--- src/rtl/dma_req_arbiter.sv ---
`default_nettype none
// ============================================================================
// Module      : dma_req_arbiter
// Description : Round-robin sharing of one weight-DMA engine between N_PORT
//               layer controllers; routes engine strobes back to the granted port.
// Revision    : 1.0 - initial release
// ============================================================================
module dma_req_arbiter #(
    parameter int N_PORT = 4,
    parameter int IDX_W  = 2,
    parameter int ADDR_W = 27,
    parameter int DW     = 512
) (
    input  logic                     clk,
    input  logic                     rst,
    input  logic [N_PORT-1:0]        req_vec,
    input  logic [N_PORT*ADDR_W-1:0] req_start_addr,
    input  logic [N_PORT*ADDR_W-1:0] req_length,
    output logic [N_PORT-1:0]        ack_vec,
    output logic [N_PORT-1:0]        dout_en_vec,
    output logic [N_PORT-1:0]        dout_eop_vec,
    output logic [DW-1:0]            dout,
    output logic [IDX_W-1:0]         grant_idx,
    output logic                     busy,
    output logic                     dma_req,
    input  logic                     dma_ack,
    output logic [ADDR_W-1:0]        dma_start_addr,
    output logic [ADDR_W-1:0]        dma_length,
    input  logic                     dma_dout_en,
    input  logic                     dma_dout_eop,
    input  logic [DW-1:0]            dma_dout
);

    typedef enum logic [1:0] {
        S_IDLE = 2'd0,
        S_REQ  = 2'd1,
        S_XFER = 2'd2
    } state_t;

    localparam logic [IDX_W-1:0] c_LAST_RST = IDX_W'(N_PORT - 1);

    state_t              r_state;
    logic [IDX_W-1:0]    r_grant_idx;
    logic [IDX_W-1:0]    r_last;
    logic                r_dma_req;
    logic [ADDR_W-1:0]   r_addr;
    logic [ADDR_W-1:0]   r_len;

    logic [ADDR_W-1:0]   w_addr_arr [N_PORT];
    logic [ADDR_W-1:0]   w_len_arr  [N_PORT];
    logic [IDX_W-1:0]    w_pick_idx;
    logic                w_pick_any;
    int                  w_cand;
    logic [N_PORT-1:0]   w_grant_oh;
    logic                w_beat;
    logic                w_eop_beat;

    for (genvar gp = 0; gp < N_PORT; gp++) begin : g_unpack
        assign w_addr_arr[gp] = req_start_addr[gp*ADDR_W +: ADDR_W];
        assign w_len_arr[gp]  = req_length[gp*ADDR_W +: ADDR_W];
    end

    // Walk candidates from farthest to nearest so the port closest after r_last wins.
    always_comb begin
        w_pick_idx = r_last;
        w_pick_any = 1'b0;
        w_cand     = 0;
        for (int k = N_PORT; k >= 1; k--) begin
            w_cand = (int'(r_last) + k) % N_PORT;
            if (req_vec[IDX_W'(w_cand)]) begin
                w_pick_idx = IDX_W'(w_cand);
                w_pick_any = 1'b1;
            end
        end
    end

    assign w_grant_oh = N_PORT'(1) << r_grant_idx;
    assign w_beat     = (r_state == S_XFER) && dma_dout_en;
    assign w_eop_beat = w_beat && dma_dout_eop;

    assign ack_vec      = ((r_state == S_REQ) && dma_ack) ? w_grant_oh : '0;
    assign dout_en_vec  = w_beat     ? w_grant_oh : '0;
    assign dout_eop_vec = w_eop_beat ? w_grant_oh : '0;
    assign dout         = dma_dout;

    assign grant_idx      = r_grant_idx;
    assign busy           = (r_state != S_IDLE);
    assign dma_req        = r_dma_req;
    assign dma_start_addr = r_addr;
    assign dma_length     = r_len;

    always_ff @(posedge clk) begin
        if (rst) begin
            r_state     <= S_IDLE;
            r_grant_idx <= '0;
            r_last      <= c_LAST_RST;
            r_dma_req   <= 1'b0;
            r_addr      <= '0;
            r_len       <= '0;
        end else begin
            case (r_state)
                S_IDLE: begin
                    if (w_pick_any) begin
                        r_grant_idx <= w_pick_idx;
                        r_addr      <= w_addr_arr[w_pick_idx];
                        r_len       <= w_len_arr[w_pick_idx];
                        r_dma_req   <= 1'b1;
                        r_state     <= S_REQ;
                    end
                end
                S_REQ: begin
                    // The grant holds even if the requester drops its request here.
                    if (dma_ack) begin
                        r_dma_req <= 1'b0;
                        r_state   <= S_XFER;
                    end
                end
                S_XFER: begin
                    if (w_eop_beat) begin
                        r_last  <= r_grant_idx;
                        r_state <= S_IDLE;
                    end
                end
                default: begin
                    r_state   <= S_IDLE;
                    r_dma_req <= 1'b0;
                end
            endcase
        end
    end

endmodule
`default_nettype wire

--- config.mk ---
export PLATFORM = sky130hd
export DESIGN_NAME = dma_req_arbiter
export DESIGN_NICKNAME = d
export VERILOG_FILES = /design/src/rtl/dma_req_arbiter.sv
export SDC_FILE = /design/constraint.sdc
export NUM_CORES = 1
export LEC_CHECK = 0
export CAP_MARGIN = 20
export CORE_AREA = 2 2 509 511
export CTS_BUF_LIST = sky130_fd_sc_hd__clkbuf_8
export DETAILED_ROUTE_END_ITERATION = 10
export DIE_AREA = 0 0 511 513
export GPL_TIMING_DRIVEN = 0
export SETUP_SLACK_MARGIN = 0.15
export SYNTH_ARGS = -nofsm -noshare
export SYNTH_HDL_FRONTEND = slang
export SYNTH_SLANG_ARGS = --single-unit
--- constraint.sdc ---
create_clock -name clk -period 2.5 [get_ports clk]
set_input_delay 0.375 -clock clk [delete_from_list [all_inputs] [get_ports clk]]
set_output_delay 0.375 -clock clk [all_outputs]
set_load 0.02 [all_outputs]
* After elaboration in Yosys (flattened, before gate mapping)
Cells that the tools add are included.
W data, S select, Z words.
** Operators by class
- Reduce and logical (&&, ||, !) cells :: 9
- Shifts and indexed selects :: 1
- Bitwise operators :: 2
- Magnitude comparators :: 5
- Muxes and demuxes :: 36
- $add $sub $neg :: 4
- Eq/ne operators :: 5
** Operators with widths (count)
- $bmux W27 S2 :: 2
- $mux W27 :: 4
- $lt A2 B4 Y1 const B :: 4
- $mux W1 :: 14
- $mux W2 :: 7
- $mux W4 :: 3
- $bmux W1 S2 :: 4
- $ne A2 B2 Y1 const B :: 3
- $pmux W2 S3 :: 1
- $reduce_and A3 Y1 :: 2
- $add A2 B1 Y2 const B :: 2
- $add A2 B2 Y2 const B :: 2
- $reduce_and A2 Y1 :: 2
- $shl A1 B2 Y4 const A :: 1
- $ge A3 B3 Y1 const B :: 1
- $logic_and A1 B1 Y1 :: 3
- $not A2 Y3 :: 1
- $pmux W1 S3 :: 1
- $eq A2 B1 Y1 const B :: 1
- $eq A2 B2 Y1 const B :: 1
- $logic_not A2 Y1 :: 1
- $reduce_bool A2 Y1 :: 1
- $not A1 Y1 :: 1
** Word-level totals
- Logic and storage cells :: 68
- Bits of input ports :: 737
- Bits in registers :: 61

* Logic depth before layout (Yosys ltp)
Gate-level depths: netlist (run 1).
- Word-level depth :: 12
- Mapped depth :: 7

* Worst setup path before layout (run 1)
No wires, ideal clock.
- Kind :: input-to-reg
- Start :: input req_vec[1]
- End :: register r_len[19] (netlist: dma_length[19])
- Stages on the path :: 7
- Arrival :: 1.535 ns
- Slack :: 0.827 ns
- Cells stage by stage :: nor2b_2 o21bai_4 and3_1 buf_6 buf_2 mux2i_1 o221ai_1
** Between the ends
- Longest elaborated chain between the ends :: 11
- Elaborated cells between the ends (all ways) :: 25
- Those cells by class :: mux (23); bitwise (1); reduce/logical (1)
** Ends and longest elaborated chain
- start: declaration :: RTL line 16 : input logic [N_PORT-1:0] req_vec,
- $bmux W1 S2 :: RTL line 70 : if (req_vec[IDX_W'(w_cand)]) begin
- $mux W1 (implied by the code) (2 in series) :: RTL line 70
- $mux W2 (4 in series) :: RTL line 70
- $not A2 Y3 (implied by the code) :: RTL line 106 : r_len <= w_len_arr[w_pick_idx];
- $bmux W27 S2 :: RTL line 106
- $mux W27 (implied by the code) (2 in series) :: RTL line 106
- end signal: assignment :: RTL line 106
- end: declaration :: RTL line 47 : logic [ADDR_W-1:0] r_len;
Parallel ways exist; a longest one is shown, timed or not. The select of a mux whose other input is x is not followed.
A chain may end at the register's enable or synchronous reset.

* Worst setup path in the final report (run 1)
- Start :: input req_vec[1]
- End :: register r_len[9] (netlist: dma_length[9])
Same word-level chain as after synthesis.

==> impl_metrics.csv, run 1 <==
group,metric,value,unit
power_and_ir_drop,p_int,0.00368,W
yosys,syn-num-nets,1718,
die,core_area,256000,sq um
min_path,min_to,"dma_req",
critical_path,cp.arrival,2740,ps
power_and_ir_drop,p_sw_frac,0.517,
clock_tree,cts_sinks,61,
yosys,syn_avg_cell_area,7.91,sq um
clock_tree,htreeDepth,3,
clock_tree,clock_latency,530,ps
clock_tree,clockBufferDepth,2,
cells_and_area,layout.nets,2553,
job,cap_violations,0,
timing,drv_slew,0,
drt,wire_per_inst,43.4,microns
drt,drc_errors,0,
drt,drtIter0Drc,464,
place,dp_slack,-1400,ps
yosys,ys_seq_elements,61,
global_routing,grt_pass1_wl,251,mm
timing,hold_viol,0,
min_path,holdCritStartpoint,"dma_req",
yosys,synth-simple-area-share,0.0986,
timing,fin_ws,168,ps
cells_and_area,regArea,1230,sq um
yosys,syn_inst,981,
global_routing,antenna_found_initial,261,
die,io_pins,1319,
yosys,yosysTopAreaCellShare,0.497,
clock_tree,ctsHoldBuffers,0,
critical_path,critPathCaptureType,"register",
timing,relSlewSlack,0.403,
critical_path,r2r-start,"r_state[0]",
die,die_w,511,microns
power_and_ir_drop,clockPowerShare,0.169,
yosys,synth-xor-area-share,0,
min_path,whs_path_depth,2,
cells_and_area,syn2layout_area_growth,169,%
die,dieArea,262000,sq um
critical_path,crit_type,"in2reg",
yosys,synth_top_family_by_area,"buffers and inverters",
power_and_ir_drop,p_leak,7.66,nW
min_path,hp-class,"reg2reg",
die,fp-row-count,186,
cells_and_area,drive_above_1_share,0.352,
yosys,syn_area,7760,sq um
place,gp_congestion,0.875,
yosys,synth.largest_area_cell,"buf_4",
clock_tree,cts_tree,"yes",
drt,ant_nets,0,
critical_path,rr_worst_depth,5,
drt,via_per_inst,2.21,
yosys,synth-warning-count,0,
global_routing,gr-usage-all-layers,0.168,
critical_path,start_kind,"input pin",
drt,finalWirelength,227,mm
critical_path,path_max_fanout,10,
run_status,status,"complete, no violations",
power_and_ir_drop,p_per_area,365,nW/um^2
clock_tree,cts_root_buf,"clkbuf_8",
yosys,muxShareOfSynthArea,0.0632,
timing,grt_setup_unrepaired,"false",
power_and_ir_drop,combPwrFrac,0.671,
timing,setup_viol,0,
critical_path,r2r-end,"dma_length[26]",
critical_path,r2r_slack,260,ps
timing,period_minus_slack,2330,ps
timing,fin_skew,38.1,ps
timing,worstMarginPinSlew,899,ps
critical_path,cpMaxStageDelayCell,"clkdlybuf4s50_1",
critical_path,path_cells,"clkdlybuf4s50_1 > nor2b_4 > o21bai_4 > and3_1 > buf_8 > buf_2 > a211oi_1 > o32ai_1",
critical_path,required,2910,ps
place,hpwlAfterDp,217,mm
yosys,synth_area_leaders,"buf_4 (50%), dfxtp_1 (16%), mux2i_1 (6.3%), a211oi_1 (4.9%), and3_1 (4.2%)",
power_and_ir_drop,ir_worst_vdd,0.277,mV
die,initial_core_util,0.0303,
yosys,ys_seq_area_frac,0.157,
cells_and_area,multi_input_area,2650,sq um
timing,fmax,429,MHz
critical_path,cpPeakStageDelay,530,ps
clock_tree,path_clk_slew,100,ps
global_routing,grt_max_degree,11,
cells_and_area,fin_area,20900,sq um
yosys,synthAdderAreaFrac,0,
yosys,synth_compound_area_frac,0.148,
power_and_ir_drop,p_sw,0.00393,W
clock_tree,numCtsBuffers,9,
power_and_ir_drop,seqPwrFrac,0.160,
power_and_ir_drop,power.total,0.00761,W
timing,fin_crit_sh,0.933,
place,dpl_cell_area,20200,sq um
cells_and_area,fill_cells,29956,
drt,dr.pass1.iters,5,
drt,vias,11567,
global_routing,overflow,0,
global_routing,first_global_vias,11372,
place,numPortBuffers,806,
die,die_h,513,microns
yosys,ys_types,32,
[state kept, by name (all words and copies together) (netlist names)]
name,flops
dma_length,27
dma_start_addr,27
grant_idx,2
r_last,2
r_state,2
dma_req,1
[routing by layer]
layer | share of wire | track usage
met1 | 0.32 | 0.152
met2 | 0.44 | 0.270
met5 | 0.0018 | 0
met3 | 0.22 | 0.169
met4 | 0.021 | 0.0209
[cells in the mapped netlist]
master,instances
clkbuf_1,32
nand3b_1,1
inv_1,12
and4_1,11
buf_1,3
o21bai_4,1
o21ai_0,31
nand2b_1,4
nand3_1,13
a2111oi_0,1
buf_6,3
nor2b_1,3
nor3_1,3
a31oi_1,11
dfxtp_1,61
a21bo_2,1
nand2_1,35
o21bai_2,1
mux2i_1,49
o211ai_1,1
o221ai_1,11
nor2b_2,1
and3_1,52
or2_1,2
nor2_1,14
nor4_1,1
a211oi_1,51
a21oi_1,3
a221oi_1,18
buf_2,12
o32ai_1,25
buf_4,514
[logic make-up (layout without fill, tap and decap cells)]
group | after synthesis | after routing
buffers and inverters | 576 | 1416
AOI/OAI and AO/OA | 155 | 155
and+or+nand+nor | 140 | 140
DFF | 61 | 61
muxes | 49 | 49
other | 0 | 27
[stage by stage]
| stage | hold slack (ps) | setup TNS, ps | utilization | instances |
|---|---|---|---|---|
| after CTS | 412 | 0 | 0.0809 | 5204 |
| after global placement | 457 | -104250 | 0.0783 | 5171 |
| after detailed placement | 455 | -61320 | 0.0789 | 5184 |
| after floorplan | 437 | 0 | - | 981 |
| final | 465 | 0 | 0.0814 | 5232 |
| after global routing | 467 | 0 | 0.0813 | 5218 |
[power groups by stage]
stage               clock network (W)  logic, W  registers, W
finish                        0.00129   0.00511       0.00122
global route                  0.00142   0.00543       0.00124
CTS                           0.00145   0.00523       0.00122
detailed placement                  0   0.00514       0.00124
global placement                    0   0.00511       0.00124
floorplan                           0   0.00169       0.00133
[layout make-up]
type | count | area share
Buffer | 564 | 0.201
Timing Repair Buffer | 824 | 0.395
Inverter | 12 | 0.00216
Clock buffer | 9 | 0.00594
Multi-Input combinational cell | 344 | 0.127
Sequential cell | 61 | 0.0589
Antenna cell | 27 | 0.00324
Tap cell | 3384 | 0.203
Clock inverter | 7 | 0.00396
[worst max-delay path: cells and delay by family]
kind / cells / cell delay (ps)
and+or+nand+nor: 2 / 430
buffers and inverters: 3 / 1180
AOI/OAI and AO/OA: 3 / 700
[cell usage in the layout (no fill, tap or decap), types with 4 or more instances in the layout]
cell / netlist / layout
diode_2: 0 / 27
clkdlybuf4s50_1: 0 / 783
nand2_1: 35 / 33
and4_1: 11 / 11
buf_8: 0 / 6
o21ai_0: 31 / 30
clkbuf_8: 0 / 10
o32ai_1: 25 / 25
and3_1: 52 / 46
inv_1: 12 / 13
clkbuf_2: 0 / 22
dfxtp_1: 61 / 58
o221ai_1: 11 / 11
mux2i_1: 49 / 35
a31oi_1: 11 / 11
nor2_1: 14 / 14
dlygate4sd2_1: 0 / 16
clkbuf_1: 32 / 7
nand3_1: 13 / 11
mux2i_2: 0 / 12
a211oi_4: 0 / 5
a211oi_2: 0 / 5
buf_6: 3 / 4
buf_4: 514 / 528
a211oi_1: 51 / 41
and3_2: 0 / 6
buf_2: 12 / 11
a221oi_1: 18 / 18
[worst max-delay path by stage]
stage,start,endpoint,slack (ps),cells past startpoint
CTS,r_state[0],busy,120,2
detailed placement,req_vec[1],dma_length[10],-1400,7
floorplan,req_vec[1],dma_length[19],830,7
global route,r_last[0],dma_length[20],150,7
finish,req_vec[1],dma_length[9],170,8
global placement,req_vec[0],dma_length[21],-2570,6
[repair_timing]
action                                  CTS  global route
setup buffers                             4             1
resized for setup                       137            28
endpoints found under the setup margin   83            39
gates cloned                              0             0
pin swaps                                 5             2
Note: power is estimated with default switching activity, not from simulation.
==> inputs of run 2 (changes only) <==
Settings changed: CTS_CLUSTER_DIAMETER set to 40, TNS_END_PERCENT set to 50.
==> run 2 against run 1 <==
Highest routed layer unchanged. Sequential power is essentially flat. Via count is essentially flat. Routed wire length is essentially flat. Clock power is essentially flat. First-iteration DRC count shrank 1.3%. Global-route usage is the same. Register-to-register slack is essentially flat. Sequential share of layout area is essentially flat. Worst hold slack is essentially flat. Die area is the same. Critical path depth shrank 2. Cell count is the same. Critical endpoint is now dma_length[26].
==> impl_metrics.csv, run 2 (synthesis results as in run 1) <==
group,metric,value,unit
drt,vias,11565,
drt,wire_per_inst,43.4,microns
die,core_area,256000,sq um
critical_path,cpMaxStageDelayCell,"clkdlybuf4s15_1",
timing,worstMarginPinSlew,888,ps
critical_path,startpoint,"req_vec[3]",
critical_path,start_kind,"input pin",
place,hpwlAfterDp,217,mm
drt,finalWirelength,227,mm
die,die_h,513,microns
timing,fin_skew,38.3,ps
timing,fin_crit_sh,0.929,
drt,via_per_inst,2.21,
cells_and_area,drive_above_1_share,0.349,
critical_path,critPathCaptureType,"register",
cells_and_area,final_common_cell,"clkdlybuf4s50_1",
cells_and_area,syn2layout_area_growth,169,%
timing,drv_slew,0,
place,gp_congestion,0.875,
die,fp-row-count,186,
clock_tree,htreeDepth,3,
power_and_ir_drop,p_sw_frac,0.517,
drt,dr.pass1.iters,5,
critical_path,path_max_fanout,10,
power_and_ir_drop,p_int,0.00368,W
clock_tree,numCtsBuffers,9,
critical_path,r2r_slack,270,ps
critical_path,rr_worst_depth,7,
die,die_w,511,microns
clock_tree,cts_tree,"yes",
global_routing,gr-usage-all-layers,0.168,
timing,setup_viol,0,
global_routing,grt_max_degree,11,
job,cap_violations,0,
place,numPortBuffers,806,
die,initial_core_util,0.0303,
global_routing,first_global_vias,11372,
global_routing,antenna_found_initial,261,
power_and_ir_drop,p_leak,7.68,nW
die,dieArea,262000,sq um
drt,drc_errors,0,
place,dp_cells,5184,
clock_tree,cts_sinks,61,
critical_path,path_cells,"clkdlybuf4s50_1 > nor4_2 > or2_1 > clkdlybuf4s15_1 > nand3_1 > o221ai_1",
timing,period_minus_slack,2320,ps
cells_and_area,layout.nets,2553,
drt,ant_nets,0,
critical_path,r2r-end,"dma_start_addr[11]",
critical_path,crit_type,"in2reg",
run_status,status,"complete, no violations",
clock_tree,clock_latency,530,ps
timing,grt_setup_unrepaired,"true",
power_and_ir_drop,ir_worst_vdd,0.276,mV
drt,drtIter0Drc,458,
global_routing,grt_pass1_wl,251,mm
timing,fmax,431,MHz
power_and_ir_drop,p_sw,0.00393,W
timing,relSlewSlack,0.410,
power_and_ir_drop,p_per_area,365,nW/um^2
critical_path,r2r-start,"r_last[0]",
cells_and_area,instances_no_fill,5232,
critical_path,cpPeakStageDelay,790,ps
clock_tree,path_clk_slew,110,ps
die,io_pins,1319,
cells_and_area,layout_common_cells,"clkdlybuf4s50_1 (783), buf_4 (527), dfxtp_1 (58)",
clock_tree,clockBufferDepth,2,
clock_tree,cts_root_buf,"clkbuf_8",
global_routing,overflow,0,
timing,hold_viol,0,
critical_path,cp-endpoint,"dma_length[26]",
power_and_ir_drop,combPwrFrac,0.671,
critical_path,required,2940,ps
critical_path,cp.arrival,2760,ps
power_and_ir_drop,clockPowerShare,0.170,
place,dpl_cell_area,20200,sq um
min_path,hp-class,"reg2reg",
power_and_ir_drop,seqPwrFrac,0.160,
cells_and_area,fin_area,20900,sq um
-- run 2: cell types whose count changed in the layout (fill, tap and decap cells not counted), sizes merged --
cell / previous run / this run
dlymetal6s2s: 0 / 1
clkdlybuf4s15: 3 / 5
clkbuf: 41 / 39
dlygate4sd2: 16 / 15
-- run 2: metrics by stage --
step	utilization	hold slack, ps	total power (W)	setup WS [ps]	setup TNS [ps]
after floorplan	-	437	0.00301	827	0
after global placement	0.0783	457	0.00635	-2570	-104250
after detailed placement	0.0789	455	0.00638	-1400	-61320
after CTS	0.0809	412	0.00790	23.2	0
after global routing	0.0813	471	0.00808	117	0
final	0.0815	466	0.00761	178	0
-- run 2: worst min path at each step --
stage | slack (ps) | to | cells past startpoint | from
CTS | 410 | dma_start_addr[15] | 3 | req_start_addr[69]
global placement | 460 | dma_req | 2 | dma_req
global route | 470 | dma_start_addr[15] | 3 | req_start_addr[69]
finish | 470 | dma_req | 2 | dma_req
detailed placement | 450 | dma_req | 2 | dma_req
floorplan | 440 | r_state[0] | 1 | r_state[1]
-- run 2: final cells by class --
type                    instances  area (sq um)
inverters                      12          45.0
flip-flops and latches         61          1230
multi-input cells             344          2630
plain buffers                 564          4200
well taps                    3384          4230
fillers                     29949        235000
clock inverters                 7          82.6
clock buffers                   9           124
diodes                         27          67.6
repair buffers                824          8250
-- run 2: power by group through the flow --
stage                     registers, W  logic, W  clock network, W
after floorplan                0.00133   0.00169                 0
after global placement         0.00124   0.00511                 0
after detailed placement       0.00124   0.00514                 0
after CTS                      0.00122   0.00523           0.00145
after global routing           0.00124   0.00542           0.00142
final                          0.00122   0.00511           0.00129
-- run 2: timing repair --
action / 4_1_cts / 5_1_grt
hold buffers: 0 / 0
setup buffers: 4 / 1
setup endpoints to repair: 83 / 40
gates resized for setup: 136 / 22
pin swaps: 5 / 1
-- run 2: critical path, delay by kind of cell --
family	cells	cell delay (ps)
buf+inv	2	1280
simple gates	3	970
compound gates	1	100
-- run 2: metal layers --
| layer | wire (microns) | share of wire | GRT usage | vias to the layer above |
|---|---|---|---|---|
| li1 | - | - | - | 4566 |
| met1 | 72500 | 0.32 | 0.152 | 5077 |
| met2 | 99900 | 0.44 | 0.270 | 1363 |
| met3 | 49400 | 0.22 | 0.169 | 497 |
| met4 | 4680 | 0.021 | 0.0209 | 62 |
| met5 | 408 | 0.0018 | 0 | - |
